<file path="src/rtl/nexus_micro_ingress_arb_if.sv">
`default_nettype none
// ============================================================================
//  Module   : nexus_micro_ingress_arb_if
//  Brief    : Upstream, scheduler and sorter signals of the ingress arbiter.
//  Revision : 1.0 - initial release
// ============================================================================
interface nexus_micro_ingress_arb_if #(
    parameter int PTW        = 16,
    parameter int MTW        = 32,
    parameter int FIFO_DEPTH = 4
);
    localparam int c_w  = MTW + PTW;
    localparam int c_cw = $clog2(FIFO_DEPTH + 1);

    logic             i_in_valid;
    logic             o_in_ready;
    logic [c_w-1:0]   i_in_data;
    logic             i_deq_req;
    logic             o_deq_valid;
    logic [c_w-1:0]   o_deq_data;
    logic             o_deq_grant;
    logic             o_srt_push;
    logic [c_w-1:0]   o_srt_push_data;
    logic             o_srt_pop;
    logic [c_w-1:0]   i_srt_pop_data;
    logic             i_srt_full;
    logic             i_srt_empty;
    logic [c_cw-1:0]  o_fifo_count;

    modport slave (
        input  i_in_valid, i_in_data, i_deq_req, i_srt_pop_data, i_srt_full, i_srt_empty,
        output o_in_ready, o_deq_valid, o_deq_data, o_deq_grant,
               o_srt_push, o_srt_push_data, o_srt_pop, o_fifo_count
    );

    modport master (
        output i_in_valid, i_in_data, i_deq_req, i_srt_pop_data, i_srt_full, i_srt_empty,
        input  o_in_ready, o_deq_valid, o_deq_data, o_deq_grant,
               o_srt_push, o_srt_push_data, o_srt_pop, o_fifo_count
    );
endinterface
`default_nettype wire

</file>
<file path="src/rtl/nexus_micro_ingress_arb.sv">
`default_nettype none
// ============================================================================
//  Module   : nexus_micro_ingress_arb
//  Brief    : Ingress FIFO plus push/pop arbiter in front of the micro sorter;
//             pops win by default, a starvation counter forces push progress.
//  Revision : 1.0 - initial release
// ============================================================================
module nexus_micro_ingress_arb #(
    parameter int PTW          = 16,
    parameter int MTW          = 32,
    parameter int FIFO_DEPTH   = 4,
    parameter int STARVE_LIMIT = 8
) (
    input  logic                     i_clk,
    input  logic                     i_arst_n,
    nexus_micro_ingress_arb_if.slave bus
);
    localparam int            c_w     = MTW + PTW;
    localparam int            c_aw    = $clog2(FIFO_DEPTH);
    localparam int            c_cw    = $clog2(FIFO_DEPTH + 1);
    localparam logic [c_cw-1:0] c_depth = c_cw'(FIFO_DEPTH);
    localparam logic [7:0]    c_limit = 8'(STARVE_LIMIT);

    logic [c_w-1:0]  r_mem [FIFO_DEPTH];
    logic [c_aw-1:0] r_wr_ptr;
    logic [c_aw-1:0] r_rd_ptr;
    logic [c_cw-1:0] r_count;
    logic [7:0]      r_starve;
    logic            r_deq_valid;
    logic [c_w-1:0]  r_deq_data;

    logic w_in_ready;
    logic w_wr;
    logic w_push_c;
    logic w_pop_c;
    logic w_force_push;
    logic w_grant_push;
    logic w_grant_pop;

    assign w_in_ready   = (r_count != c_depth);
    assign w_wr         = bus.i_in_valid & w_in_ready;

    // Grants are held off while reset is asserted so nothing reaches the sorter
    assign w_push_c     = i_arst_n & (r_count != '0) & ~bus.i_srt_full;
    assign w_pop_c      = i_arst_n & bus.i_deq_req & ~bus.i_srt_empty;
    assign w_force_push = (r_starve == c_limit);

    assign w_grant_push = w_push_c & (~w_pop_c | w_force_push);
    assign w_grant_pop  = w_pop_c & ~(w_push_c & w_force_push);

    // Storage carries no reset; occupancy alone decides what is valid
    always_ff @(posedge i_clk) begin
        if (w_wr) begin
            r_mem[r_wr_ptr] <= bus.i_in_data;
        end
    end

    always_ff @(posedge i_clk) begin
        if (!i_arst_n) begin
            r_wr_ptr    <= '0;
            r_rd_ptr    <= '0;
            r_count     <= '0;
            r_starve    <= '0;
            r_deq_valid <= 1'b0;
            r_deq_data  <= '0;
        end else begin
            if (w_wr) begin
                r_wr_ptr <= r_wr_ptr + c_aw'(1);
            end
            if (w_grant_push) begin
                r_rd_ptr <= r_rd_ptr + c_aw'(1);
            end
            case ({w_wr, w_grant_push})
                2'b10:   r_count <= r_count + c_cw'(1);
                2'b01:   r_count <= r_count - c_cw'(1);
                default: r_count <= r_count;
            endcase

            if (w_grant_push || !w_push_c) begin
                r_starve <= '0;
            end else if (w_grant_pop && (r_starve != c_limit)) begin
                r_starve <= r_starve + 8'd1;
            end

            r_deq_valid <= w_grant_pop;
            if (w_grant_pop) begin
                r_deq_data <= bus.i_srt_pop_data;
            end
        end
    end

    assign bus.o_in_ready      = w_in_ready;
    assign bus.o_fifo_count    = r_count;
    assign bus.o_srt_push      = w_grant_push;
    assign bus.o_srt_push_data = r_mem[r_rd_ptr];
    assign bus.o_srt_pop       = w_grant_pop;
    assign bus.o_deq_grant     = w_grant_pop;
    assign bus.o_deq_valid     = r_deq_valid;
    assign bus.o_deq_data      = r_deq_data;
endmodule
`default_nettype wire

</file>
<file path="src/flat_wrapper.sv">
// flat-port wrapper written by rule: the top's interface ports become plain ports
module nexus_micro_ingress_arb_flat 
#(
    parameter int PTW          = 16,
    parameter int MTW          = 32,
    parameter int FIFO_DEPTH   = 4,
    parameter int STARVE_LIMIT = 8
)
  (i_clk, i_arst_n, bus_i_in_valid, bus_i_in_data, bus_i_deq_req, bus_i_srt_pop_data, bus_i_srt_full, bus_i_srt_empty, bus_o_in_ready, bus_o_deq_valid, bus_o_deq_data, bus_o_deq_grant, bus_o_srt_push, bus_o_srt_push_data, bus_o_srt_pop, bus_o_fifo_count);
  nexus_micro_ingress_arb_if #(.PTW(PTW), .MTW(MTW), .FIFO_DEPTH(FIFO_DEPTH)) bus_i ();
  input  logic i_clk;
  input  logic i_arst_n;
  input wire logic [$bits(bus_i.i_in_valid)-1:0] bus_i_in_valid;
  input wire logic [$bits(bus_i.i_in_data)-1:0] bus_i_in_data;
  input wire logic [$bits(bus_i.i_deq_req)-1:0] bus_i_deq_req;
  input wire logic [$bits(bus_i.i_srt_pop_data)-1:0] bus_i_srt_pop_data;
  input wire logic [$bits(bus_i.i_srt_full)-1:0] bus_i_srt_full;
  input wire logic [$bits(bus_i.i_srt_empty)-1:0] bus_i_srt_empty;
  output wire logic [$bits(bus_i.o_in_ready)-1:0] bus_o_in_ready;
  output wire logic [$bits(bus_i.o_deq_valid)-1:0] bus_o_deq_valid;
  output wire logic [$bits(bus_i.o_deq_data)-1:0] bus_o_deq_data;
  output wire logic [$bits(bus_i.o_deq_grant)-1:0] bus_o_deq_grant;
  output wire logic [$bits(bus_i.o_srt_push)-1:0] bus_o_srt_push;
  output wire logic [$bits(bus_i.o_srt_push_data)-1:0] bus_o_srt_push_data;
  output wire logic [$bits(bus_i.o_srt_pop)-1:0] bus_o_srt_pop;
  output wire logic [$bits(bus_i.o_fifo_count)-1:0] bus_o_fifo_count;
  assign bus_i.i_in_valid = bus_i_in_valid;
  assign bus_i.i_in_data = bus_i_in_data;
  assign bus_i.i_deq_req = bus_i_deq_req;
  assign bus_i.i_srt_pop_data = bus_i_srt_pop_data;
  assign bus_i.i_srt_full = bus_i_srt_full;
  assign bus_i.i_srt_empty = bus_i_srt_empty;
  assign bus_o_in_ready = bus_i.o_in_ready;
  assign bus_o_deq_valid = bus_i.o_deq_valid;
  assign bus_o_deq_data = bus_i.o_deq_data;
  assign bus_o_deq_grant = bus_i.o_deq_grant;
  assign bus_o_srt_push = bus_i.o_srt_push;
  assign bus_o_srt_push_data = bus_i.o_srt_push_data;
  assign bus_o_srt_pop = bus_i.o_srt_pop;
  assign bus_o_fifo_count = bus_i.o_fifo_count;
  nexus_micro_ingress_arb #(.PTW(PTW), .MTW(MTW), .FIFO_DEPTH(FIFO_DEPTH), .STARVE_LIMIT(STARVE_LIMIT)) u_core (.i_clk(i_clk), .i_arst_n(i_arst_n), .bus(bus_i));
endmodule
</file>
<file path="config.mk">
export PLATFORM = sky130hd
export DESIGN_NAME = nexus_micro_ingress_arb_flat
export DESIGN_NICKNAME = d
export VERILOG_FILES = /design/src/rtl/nexus_micro_ingress_arb_if.sv /design/src/rtl/nexus_micro_ingress_arb.sv /design/src/flat_wrapper.sv
export SDC_FILE = /design/constraint.sdc
export NUM_CORES = 1
export LEC_CHECK = 0
export BUFFER_PORTS_ARGS = -buffer_cell sky130_fd_sc_hd__buf_4
export CORE_MARGIN = 10
export CORE_UTILIZATION = 54
export CTS_BUF_LIST = sky130_fd_sc_hd__clkbuf_4 sky130_fd_sc_hd__clkbuf_8 sky130_fd_sc_hd__clkbuf_16
export DETAILED_ROUTE_END_ITERATION = 16
export PLACE_DENSITY = 0.81
export SLEW_MARGIN = 25
export SYNTH_ARGS = -nofsm -noshare
export SYNTH_HDL_FRONTEND = slang
export SYNTH_SLANG_ARGS = --single-unit
</file>
<file path="constraint.sdc">
create_clock -name i_clk -period 2.8 [get_ports i_clk]
set_input_delay 0.14 -clock i_clk [delete_from_list [all_inputs] [get_ports i_clk]]
set_output_delay 0.14 -clock i_clk [all_outputs]
set_load 0.02 [all_outputs]
</file>
* Yosys cells after proc, flatten, opt, wreduce, memory -nomap -nowiden
Memory sizes are Yosys's and may differ from the RTL's. A register that Yosys moved wholly into a read port is not among the register bits. Index checks and enable logic that the tools add are counted.
Storage, ports and cells: output and inout port bits 104, bits in registers 64, input bits 102, word-level logic and storage cells 42, memory bits (writable) 192, memories 1
Memories:
- u_core.r_mem | words 4, bits a word 48, rd ports 1, clocked after memory_dff 1, wr ports 1, line nexus_micro_ingress_arb.sv:24 | logic [c_w-1:0] r_mem [FIFO_DEPTH];
Operators by class: bitwise gates (word level) 14, reduce and logical (&&, ||, !) cells 6, add/sub/neg operators 5, muxes and demuxes 5, eq/ne operators 5
Operators by type and width (count):
- adder 8 x 1 -> 8 bit, second input constant | 1
- bitwise AND 1 bit | 8
- equality test 8 x 4 -> 1 bit, second input constant | 1
- inequality test 8 x 4 -> 1 bit, second input constant | 1
- one-hot mux 3 bit (2 select lines) | 1
- inverter 1 bit | 5
- adder 2 x 1 -> 2 bit, second input constant | 2
- two-way mux 2 bit | 2
- adder 3 x 1 -> 3 bit, second input constant | 1
- inequality test 3 bit, second input constant | 1
- nonzero test 3 bit | 1
- subtractor 3 x 1 -> 3 bit, second input constant | 1
- equality test 2 x 1 -> 1 bit, second input constant | 1
- equality test 2 bit, second input constant | 1
- two-way mux 1 bit | 2
- nonzero test 2 bit | 1
- OR reduction 2 bit | 1
- logical AND 1 bit | 1
- logical NOT 1 bit | 1
- logical OR 1 bit | 1
- bitwise OR 1 bit | 1

* Depth between registers and ports, before layout
Gate-level depths: netlist (run 1).
depth after elaboration 7, gate-level depth with buffers 12, gate-level depth less buffers 11

* Least setup slack after synthesis (run 1)
No wires, ideal clock.
path type flip-flop to flip-flop, start register u_core.r_starve[0], end register u_core.r_count[2] (netlist: u_core.bus.o_fifo_count[2]), buffers on the path 1, arrival time 2.664 ns, clock period less this slack 2.740 ns, required time 2.724 ns, slack 0.060 ns, stages on the path, launching flop included 13, setup time 0.076 ns, path through dfxtp_1 > inv_1 > ha_1 > nor4b_2 > nand2_1 > clkbuf_1 > a21oi_2 > ha_1 > inv_1 > fa_1 > xor2_1 > or3_1 > a21boi_0
On the way: word-level cells in the longest chain between the ends 5, elaborated cells on any way between the ends 7, those cells by class eq/ne (3); mux (1); bitwise (2); reduce/logical (1)
RTL lines:
- start: declaration | line nexus_micro_ingress_arb.sv:28 | logic [7:0] r_starve;
- start signal: assignment | line nexus_micro_ingress_arb.sv:82 | r_starve <= r_starve + 8'd1;
- equality test 8 x 4 -> 1 bit * | line nexus_micro_ingress_arb.sv:46 | assign w_force_push = (r_starve == c_limit);
- bitwise OR 1 bit * | line nexus_micro_ingress_arb.sv:48 | assign w_grant_push = w_push_c & (~w_pop_c | w_force_push);
- bitwise AND 1 bit * | line nexus_micro_ingress_arb.sv:48
- net bus_o_srt_push | line flat_wrapper.sv:23 | output wire logic [$bits(bus_i.o_srt_push)-1:0] bus_o_srt_push;
- equality test 2 x 1 -> 1 bit / equality test 2 bit (equally long branches) | line nexus_micro_ingress_arb.sv:73 | case ({w_wr, w_grant_push})
- one-hot mux 3 bit (2 select lines) / nonzero test 2 bit (equally long branches)
- end signal: assignment | line nexus_micro_ingress_arb.sv:74 | 2'b10: r_count <= r_count + c_cw'(1);
- end signal: assignment | line nexus_micro_ingress_arb.sv:75 | 2'b01: r_count <= r_count - c_cw'(1);
- end signal: assignment | line nexus_micro_ingress_arb.sv:76 | default: r_count <= r_count;
- end: declaration | line nexus_micro_ingress_arb.sv:27 | logic [c_cw-1:0] r_count;
The timed path passes the listed nets; every way through them passes the cells marked *. A chain may end at the register's enable or synchronous reset.

* Worst setup path after layout (run 1)
start register u_core.r_count[0] (netlist: u_core.bus.o_fifo_count[0]), end register u_core.r_deq_data[5] (netlist: u_core.bus.o_deq_data[5])
On the way: word-level cells in the longest chain between the ends 6
RTL lines:
- nonzero test 3 bit | line nexus_micro_ingress_arb.sv:44 | assign w_push_c = i_arst_n & (r_count != '0) & ~bus.i_srt_full;
- bitwise AND 1 bit (2 in series) | line nexus_micro_ingress_arb.sv:44
- bitwise AND 1 bit | line nexus_micro_ingress_arb.sv:49 | assign w_grant_pop = w_pop_c & ~(w_push_c & w_force_push);
- inverter 1 bit | line nexus_micro_ingress_arb.sv:49
- bitwise AND 1 bit | line nexus_micro_ingress_arb.sv:49
- end signal: assignment | line nexus_micro_ingress_arb.sv:87 | r_deq_data <= bus.i_srt_pop_data;
- end: declaration | line nexus_micro_ingress_arb.sv:30 | logic [c_w-1:0] r_deq_data;
Every way passes these cells.

==> impl_metrics.json, run 1 <==
{
  "drtPass1Iterations": 4,
  "yosysUniqueCellTypes": 34,
  "maxCapViolCount": 0,
  "grt_first_pass_wirelength_mm": 42.52,
  "clock-sinks": 258,
  "portBuffers": 205,
  "p_sw_frac": 0.2537,
  "drive_gt1_frac": 0.3501,
  "internal-power_mw": 7.318,
  "worstPathArrival_ns": 3.05,
  "antenna_found_initial": 0,
  "power_density_mw_per_mm2": 680.5,
  "drtIter0Drc": 415,
  "layout_min_cycle_time_ns": 2.595,
  "cts_max_level": 1,
  "detail-route-antenna-nets": 0,
  "min_period_over_period": 0.9270,
  "yosysWarningCount": 0,
  "syn_inst": 680,
  "die-area_sq_mm": 0.02581,
  "synth_top_area_share": 0.5398,
  "finalSetupViolations": 0,
  "path_class": "reg -> reg",
  "gp_congestion": 0.7274,
  "slew_headroom": 0.5761,
  "hpwl_mm": 15.96,
  "clock_latency_ns": 0.52,
  "avgRoutedWirePerCell_um": 21.26,
  "startpoint_type": "flip-flop",
  "tns_ns": 0,
  "pwr-share-comb": 0.190,
  "synth_fp_nets": 790,
  "num_io_pins": 206,
  "rr_worst_depth": 7,
  "tightestPinTransition_ns": 0.6359,
  "yosysSeqAreaShare": 0.6635,
  "synth_edf_count": 192,
  "power_frac_seq": 0.456,
  "nets": 1083,
  "core_area_sq_mm": 0.01946,
  "post_dp_cell_area_sq_mm": 0.01254,
  "rsz0062_at_grt": "no",
  "grt_max_degree": 100,
  "synth_area_leaders": "edfxtp_1 (54%), dfxtp_1 (12%), mux4_2 (10%)",
  "tritoncts": "built",
  "yosys-top-cells-count": "edfxtp_1 (192), dfxtp_1 (66), nor2_1 (60)",
  "critPathMaxFanout": 51,
  "cts_root_buf": "clkbuf_16",
  "synth_area_sq_mm": 0.01068,
  "grt_pass1_vias": 7501,
  "p_clk_frac": 0.354,
  "syn_to_final_growth_pct": 34.89,
  "synth.most_common_cell": "edfxtp_1",
  "ys_ff_latch": 258,
  "ctsLongestPathBuffers": 3,
  "avgSynthCellArea_sq_um": 15.71,
  "viasPerCell": 5.688,
  "async_flop_share": 0,
  "num_rows": 51,
  "holdPathStages": 4,
  "hp-class": "in -> reg",
  "initial_core_util": 0.5488,
  "peakVddDrop_mv": 0.3644,
  "fin_skew_ns": 0.01735,
  "dieHeight_um": 160.6,
  "cp.required_ns": 3.26,
  "hold_violations": 0,
  "p_leak_nw": 5.404,
  "drc": 0,
  "slew_violations": 0,
  "numCtsBuffers": 27,
  "grt_use_total": 0.2026,
  "max_freq_mhz": 385.3,
  "clk_pin_slew_worst_paths_ns": 0.06,
  "status": "completed",
  "grt-ovfl-total": 0,
  "die_x_um": 160.6,
  "synth_top_flop_cell": "edfxtp_1",
  "yosysTopAreaCell": "edfxtp_1",
  "routed_wl_mm": 26.76,
  "stdcell_area_sq_mm": 0.01441,
  "endpoint_kind": "flip-flop",
  "insertedDiodeCount": 0,
  "power.switching_mw": 2.487,
  "dr_total_vias": 7161
}
==> kinds of logic after synthesis <==
| logic type | share of synthesized area |
|---|---|
| DFF | 0.6635 |
| and+or+nand+nor | 0.08914 |
| AOI/OAI and AO/OA | 0.09957 |
| buffers and inverters | 0.02636 |
| muxes | 0.1040 |
| xor gates and xnor gates | 0.007380 |
| adders and majority gates | 0.01007 |
==> per-layer routing <==
| layer | vias up | GRT usage | part of all wire | routed length (um) |
|---|---|---|---|---|
| met5 | - | 0 | 0 | 0 |
| met4 | 0 | 0.03798 | 0.013 | 343 |
| met3 | 30 | 0.06084 | 0.10 | 2665 |
| met2 | 332 | 0.3407 | 0.50 | 13400 |
| met1 | 3536 | 0.2562 | 0.39 | 10350 |
| li1 | 3263 | - | - | - |
==> registers in the layout, indices dropped and copies added, names as in the netlist, named ones only <==
register	count
u_core.r_mem	192
u_core.bus.o_deq_data	48
u_core.r_starve	8
u_core.bus.o_fifo_count	3
u_core.r_rd_ptr	2
u_core.r_wr_ptr	2
u_core.bus.o_deq_valid	1
==> metrics by stage <==
| step | cells | hold slack [ns] | utilization | power (mW) | setup WS (ns) |
|---|---|---|---|---|---|
| after CTS | 1259 | 0.05399 | 0.7400 | 9.870 | 0.1846 |
| after global routing | 1259 | 0.09827 | 0.7403 | 10.16 | 0.04393 |
| after global placement | 1112 | 0.3412 | 0.6445 | 6.261 | 0.3558 |
| final | 1259 | 0.08753 | 0.7403 | 9.805 | 0.2045 |
| after floorplan | 680 | 0.2389 | - | 5.550 | 0.05994 |
| after detailed placement | 1112 | 0.3446 | 0.6445 | 6.303 | 0.2759 |
==> worst paths after layout <==
check	from	slack (ns)	endpoint
max	u_core.bus.o_fifo_count[0]	0.20	u_core.bus.o_deq_data[5]
min	bus_i_srt_empty	0.09	u_core.r_rd_ptr[0]
max reg2reg	u_core.bus.o_fifo_count[0]	0.20	u_core.bus.o_deq_data[5]
min reg2reg	u_core.r_rd_ptr[1]	0.46	flip-flop
==> cell type report <==
type                    instances  area, sq um
flip-flops and latches        258         7092
fillers                      1158         5054
multi-input cells             359         3347
repair buffers                318         2721
clock buffers                  35        754.5
well taps                     265        331.6
clock inverters                15        128.9
inverters                       9        33.78
==> worst max-delay path, stage by stage (launching register included) <==
cell           delay, ns
dfxtp_1             0.34
or3_2               0.49
buf_4               0.32
a21oi_4             0.24
buf_12              0.29
a22o_1              0.17
o31a_1              0.11
dlygate4sd3_1       0.54
==> what timing repair did <==
action                     CTS  global route
hold buffers                97             0
buffers inserted             0             0
resized for setup            1             1
setup endpoints to repair    2             1
hold endpoints to repair   242             0
==> layout by cell type (no fill, tap or decap), types with 5 or more instances in the layout <==
cell	count
o31a_1	48
nand2_1	7
inv_1	9
dfxtp_1	64
xor2_1	6
clkinv_2	5
buf_12	7
and3_1	50
clkbuf_16	27
ha_1	7
dlygate4sd3_1	97
clkbuf_4	5
buf_4	213
nor2_1	59
nand3_1	54
mux4_2	48
a22o_4	20
edfxtp_1	192
a22o_1	28
==> power by group through the flow <==
stage               sequential [mW]  combinational [mW]  clock, mW
floorplan                      4.57               0.984          0
global placement               4.53                1.73          0
detailed placement             4.55                1.75          0
CTS                            4.47                1.87       3.53
global route                   4.50                1.99       3.68
finish                         4.47                1.86       3.47
Power figures use the tool's default switching activity.
==> run 2: changes to the inputs <==
--- a/config.mk
+++ b/config.mk
@@ -7,10 +7,10 @@
 export LEC_CHECK = 0
 export BUFFER_PORTS_ARGS = -buffer_cell sky130_fd_sc_hd__buf_4
 export CORE_MARGIN = 10
-export CORE_UTILIZATION = 54
+export CORE_UTILIZATION = 50
 export CTS_BUF_LIST = sky130_fd_sc_hd__clkbuf_4 sky130_fd_sc_hd__clkbuf_8 sky130_fd_sc_hd__clkbuf_16
 export DETAILED_ROUTE_END_ITERATION = 16
-export PLACE_DENSITY = 0.81
+export PLACE_DENSITY = 0.79
 export SLEW_MARGIN = 25
 export SYNTH_ARGS = -nofsm -noshare
 export SYNTH_HDL_FRONTEND = slang
==> constraint.sdc (replaced) <==
create_clock -name i_clk -period 2.1 [get_ports i_clk]
set_input_delay 0.105 -clock i_clk [delete_from_list [all_inputs] [get_ports i_clk]]
set_output_delay 0.105 -clock i_clk [all_outputs]
set_load 0.02 [all_outputs]
==> run 2 against run 1 <==
- the run now ends with setup timing left
- sequential share of layout area decreased by 1.8 points
- sequential power increased by 33%
- first-iteration DRC count increased by 48%
- critical path depth increased by 3
- die area increased by 7.0%
- total power increased by 39%
- clock-buffer cell count decreased by 6
- non-clock buffer count increased by 36
- worst setup slack got worse by 0.35 ns
- register-to-register slack got worse by 0.30 ns
- utilization decreased by 2.8 points
- via count increased by 3.9%
==> impl_metrics.json, run 2 (synthesized netlist as in run 1, its figures left out) <==
{
  "final_cells": 1304,
  "p_clk_frac": 0.369,
  "cp.required_ns": 2.00,
  "internal-power_mw": 10.20,
  "syn_to_final_growth_pct": 40.10,
  "slew_headroom": 0.6855,
  "portBuffers": 205,
  "die-area_sq_mm": 0.02761,
  "gp_congestion": 0.7989,
  "initial_core_util": 0.5081,
  "placedCellCount": 1141,
  "worstPathArrival_ns": 2.14,
  "p_sw_frac": 0.2511,
  "drc": 0,
  "violations": "setup timing",
  "worst_slack_ns": -0.1410,
  "insertedDiodeCount": 0,
  "post_dp_cell_area_sq_mm": 0.01280,
  "drtIter0Drc": 613,
  "p_leak_nw": 5.684,
  "numCtsBuffers": 27,
  "min_period_over_period": 1.067,
  "tightestPinTransition_ns": 0.4717,
  "pwr-share-comb": 0.194,
  "max_freq_mhz": 446.2,
  "hpwl_mm": 16.48,
  "largest_reg_flops": 192,
  "cts_root_buf": "clkbuf_16",
  "cts_max_level": 1,
  "total_power_mw": 13.62,
  "antenna_found_initial": 0,
  "hold_violations": 0,
  "routed_wl_mm": 28.74,
  "status": "finished, violations left",
  "slew_violations": 0,
  "num_io_pins": 206,
  "grt_use_total": 0.1912,
  "endpoint_kind": "output port",
  "drtPass1Iterations": 5,
  "ctsLongestPathBuffers": 3,
  "fin_skew_ns": 0.008087,
  "clk_pin_slew_worst_paths_ns": 0.06,
  "final_cell_mix": "buf_4 (238), edfxtp_1 (192), dlygate4sd3_1 (98)",
  "num_rows": 53,
  "path_class": "reg -> out",
  "maxCapViolCount": 0,
  "viasPerCell": 5.705,
  "power_density_mw_per_mm2": 909.8,
  "peakVddDrop_mv": 0.4989,
  "layout_min_cycle_time_ns": 2.241,
  "tns_ns": -0.3545,
  "drive_gt1_frac": 0.3829,
  "grt_max_degree": 51,
  "clock-sinks": 258,
  "finalSetupViolations": 3,
  "grt_first_pass_wirelength_mm": 43.32,
  "power.switching_mw": 3.419,
  "grt_pass1_vias": 7685,
  "largest-register": "u_core.r_mem",
  "detail-route-antenna-nets": 0,
  "whs_ns": 0.07088,
  "avgRoutedWirePerCell_um": 22.04,
  "stdcell_area_sq_mm": 0.01496,
  "dr_total_vias": 7439,
  "core_area_sq_mm": 0.02102,
  "clock_latency_ns": 0.52,
  "nets": 1119,
  "grt-ovfl-total": 0,
  "startpoint_type": "flip-flop",
  "critPathMaxFanout": 3,
  "hp-class": "in -> reg",
  "power_frac_seq": 0.437,
  "final_common_cell": "buf_4",
  "rsz0062_at_grt": "yes",
  "dieHeight_um": 166.2,
  "die_x_um": 166.2,
  "tritoncts": "built"
}
==> run 2: path summary, 6_finish.rpt <==
path                           start                          to  slack, ns  depth (start not counted)
setup / recovery  u_core.r_starve[1]               bus_o_srt_pop      -0.14                         10
hold / removal        bus_i_in_valid          u_core.r_wr_ptr[1]       0.07                          5
setup reg to reg  u_core.r_starve[1]  u_core.bus.o_fifo_count[2]      -0.10                         11
hold reg to reg   u_core.r_rd_ptr[1]                   flip-flop       0.48                          1
==> run 2: layout make-up <==
type | instances | area [sq um]
Sequential cell | 258 | 7094
Clock inverter | 20 | 262.8
Inverter | 9 | 33.78
Clock buffer | 29 | 690.7
Tap cell | 275 | 344.1
Fill cell | 1260 | 6057
Multi-Input combinational cell | 359 | 3407
Timing Repair Buffer | 354 | 3132
==> run 2: stage by stage <==
stage,worst slack [ns],utilization
6_report,-0.1410,0.7119
5_1_grt,-0.2069,0.7119
4_1_cts,-0.08445,0.7039
3_5_place_dp,-0.04418,0.6088
3_3_place_gp,-0.02796,0.6088
2_1_floorplan,-0.3343,-
==> run 2: power by group through the flow <==
stage               clock network, mW  registers, mW  logic, mW
finish                           5.03           5.95       2.64
global route                     5.30           5.97       2.81
CTS                              5.12           5.95       2.63
detailed placement                  0           6.07       2.42
global placement                    0           6.05       2.39
floorplan                           0           6.08       1.33
==> run 2: layer usage <==
metal / GRT usage / share of wire / vias to the layer above
li1: - / - / 3335
met1: 0.2402 / 0.39 / 3671
met2: 0.3160 / 0.49 / 377
met3: 0.06081 / 0.098 / 56
met4: 0.04468 / 0.020 / 0
met5: 0 / 0 / -
==> run 2: repair_timing <==
item / 4_1_cts / 5_1_grt
gates resized for setup: 2 / 8
buffers inserted: 2 / 11
setup endpoints to repair: 41 / 21
gates cloned: 1 / 2
hold buffers: 98 / 0
endpoints found under the hold margin: 246 / 0
pin swaps: 0 / 6
==> run 2: worst max-delay path, stage by stage (launching register included) <==
cell	delay [ns]
dfxtp_2	0.33
inv_2	0.06
ha_4	0.12
nor4b_4	0.18
nand2_2	0.12
buf_4	0.16
buf_6	0.12
buf_16	0.12
nor2_4	0.16
nor2_2	0.09
buf_4	0.16
==> run 3: changes to the inputs <==
--- a/config.mk
+++ b/config.mk
@@ -7,11 +7,11 @@
 export LEC_CHECK = 0
 export BUFFER_PORTS_ARGS = -buffer_cell sky130_fd_sc_hd__buf_4
 export CORE_MARGIN = 10
-export CORE_UTILIZATION = 50
+export CORE_UTILIZATION = 54
 export CTS_BUF_LIST = sky130_fd_sc_hd__clkbuf_4 sky130_fd_sc_hd__clkbuf_8 sky130_fd_sc_hd__clkbuf_16
 export DETAILED_ROUTE_END_ITERATION = 16
-export PLACE_DENSITY = 0.79
-export SLEW_MARGIN = 25
+export PLACE_DENSITY = 0.81
+export SLEW_MARGIN = 20
 export SYNTH_ARGS = -nofsm -noshare
 export SYNTH_HDL_FRONTEND = slang
 export SYNTH_SLANG_ARGS = --single-unit
==> constraint.sdc (replaced) <==
create_clock -name i_clk -period 2.7 [get_ports i_clk]
set_input_delay 0.54 -clock i_clk [delete_from_list [all_inputs] [get_ports i_clk]]
set_output_delay 0.54 -clock i_clk [all_outputs]
set_load 0.02 [all_outputs]
==> run 3 against run 2 <==
- the flow now finishes without violations
- via count fell by 9.2%
- non-clock buffer count fell by 119
- die area fell by 6.5%
- clock power fell by 29%
- sequential power fell by 22%
- clock-buffer cell count rose by 13
- final cell count fell by 9.8%
- critical path type unchanged
- combinational power fell by 30%
- first-iteration DRC count fell by 31%
- highest routed layer unchanged
- largest power group unchanged
- hold slack improved by 0.15 ns
==> impl_metrics.json, run 3 (synthesized netlist as in run 1, its figures left out) <==
{
  "status": "completed",
  "largest-register": "u_core.r_mem",
  "cts_hold_buf": 0,
  "hp-class": "in -> reg",
  "worstHoldStart": "bus_i_in_data[20]",
  "antenna_found_initial": 1,
  "hpwl_mm": 15.76,
  "path_class": "reg -> out",
  "r2r_slack_ns": 0.27,
  "clock-sinks": 258,
  "startpoint_type": "flip-flop",
  "worstPathArrival_ns": 2.03,
  "initial_core_util": 0.5488,
  "routed_wl_mm": 24.77,
  "viasPerCell": 5.742,
  "final_cell_mix": "buf_4 (225), edfxtp_1 (192), dfxtp_1 (63)",
  "dr_total_vias": 6753,
  "fill_cells": 1318,
  "detail-route-antenna-nets": 0,
  "hold_violations": 0,
  "layout_min_cycle_time_ns": 2.569,
  "tightestPinTransition_ns": 0.6029,
  "largest_reg_flops": 192,
  "dieHeight_um": 160.6,
  "numCtsBuffers": 27,
  "tritoncts": "built",
  "regToRegStartpoint": "u_core.bus.o_fifo_count[2]",
  "tns_ns": 0,
  "rr_worst_depth": 9,
  "cts_max_level": 1,
  "cp.required_ns": 2.16,
  "endpoint_kind": "output port",
  "final_common_cell": "buf_4",
  "r2r-end": "u_core.bus.o_fifo_count[2]",
  "power_density_mw_per_mm2": 740.9,
  "fin_skew_ns": 0.01136,
  "clk_pin_slew_worst_paths_ns": 0.06,
  "peakVddDrop_mv": 0.3578,
  "p_leak_nw": 5.102,
  "grt_use_total": 0.1865,
  "hold_path_end": "u_core.r_mem[0][20]",
  "cts_root_buf": "clkbuf_16",
  "drtPass1Iterations": 4,
  "critPathMaxFanout": 34,
  "grt_first_pass_wirelength_mm": 39.61,
  "num_io_pins": 206,
  "grt-ovfl-total": 0,
  "gp_congestion": 0.7851,
  "holdPathStages": 1,
  "avgRoutedWirePerCell_um": 21.06,
  "max_freq_mhz": 389.3,
  "clock_latency_ns": 0.52,
  "die-area_sq_mm": 0.02581,
  "drtIter0Drc": 420,
  "die_x_um": 160.6,
  "slew_headroom": 0.5981,
  "nets": 1000,
  "min_period_over_period": 0.9515,
  "core_area_sq_mm": 0.01946,
  "num_rows": 51,
  "grt_max_degree": 66,
  "grt_pass1_vias": 7052,
  "finalSetupViolations": 0,
  "drive_gt1_frac": 0.4011,
  "drc": 0,
  "maxCapViolCount": 0,
  "rsz0062_at_grt": "no",
  "portBuffers": 205,
  "ctsLongestPathBuffers": 3,
  "total_power_mw": 10.08,
  "slew_violations": 0,
  "syn_to_final_growth_pct": 27.33
}
## run 3: cell count changes in the layout (fill, tap and decap cells not counted), moves of 4 or more
cell	delta
clkbuf_4	+7
buf_4	-13
dlygate4sd3_1	-98
bufinv_16	-6
clkbuf_8	+4
## run 3: report_power, final
part / switching (mW) / internal, mW / total, mW / leakage [nW]
combinational: 0.989 / 0.871 / 1.86 / 2.35
clock: 1.43 / 2.16 / 3.59 / 0.447
sequential: 0.112 / 4.52 / 4.63 / 2.30
total: 2.53 / 7.55 / 10.1 / 5.10
## run 3: timing repair
action	in CTS	in global routing
endpoints found under the hold margin	0	0
gates resized for setup	3	4
endpoints found under the setup margin	2	16
setup buffers	0	8
## run 3: area by class of cell
cell class / instances / area, sq um / share of cell area
clock buffer: 42 / 848.3 / 0.06237
inverter: 9 / 33.78 / 0.002484
sequential: 258 / 7093 / 0.5215
multi-input combinational: 359 / 3363 / 0.2473
antenna: 1 / 2.502 / 0.0001840
clock inverter: 7 / 38.79 / 0.002852
tap: 265 / 331.6 / 0.02438
timing repair buffer: 235 / 1889 / 0.1389
## run 3: metrics by stage
step                hold slack (ns)    util  instances  setup WS [ns]  cell area, sq um
floorplan                    0.4300       -        680        0.04560             10690
global placement             0.4399  0.6485       1118         0.3551             12620
detailed placement           0.4715  0.6485       1118         0.2840             12620
CTS                          0.1972  0.6946       1167      0.0002920             13520
global route                 0.1963  0.6987       1175        0.01280             13600
finish                       0.2234  0.6988       1176         0.1310             13600
## run 3: worst max-delay path by stage
| stage | start | endpoint | slack [ns] | cells after the start |
|---|---|---|---|---|
| 2_1_floorplan | u_core.r_starve[0] | u_core.bus.o_fifo_count[2] | 0.05 | 12 |
| 3_3_place_gp | u_core.bus.o_fifo_count[0] | u_core.bus.o_fifo_count[2] | 0.36 | 9 |
| 3_5_place_dp | u_core.bus.o_fifo_count[2] | u_core.bus.o_fifo_count[2] | 0.28 | 9 |
| 4_1_cts | flip-flop | bus_o_srt_push_data[15] | 0.0003 | 3 |
| 5_1_grt | u_core.r_starve[1] | bus_o_deq_grant | 0.01 | 8 |
| 6_report | u_core.r_starve[1] | bus_o_srt_pop | 0.13 | 8 |
## run 3: metal layers
layer | wire [um] | GRT usage | vias up
met3 | 2711 | 0.06595 | 27
met1 | 9868 | 0.2459 | 3336
li1 | - | - | 3096
met5 | 0 | 0 | -
met2 | 11870 | 0.2931 | 294
met4 | 312 | 0.03881 | 0
## run 3: critical path, cell delays in order, from the launching register on
cell     delay, ns
dfxtp_1       0.38
inv_1         0.06
ha_1          0.18
nor4b_4       0.13
nand2_2       0.14
buf_12        0.20
nor2_4        0.06
nor2_1        0.17
buf_4         0.18
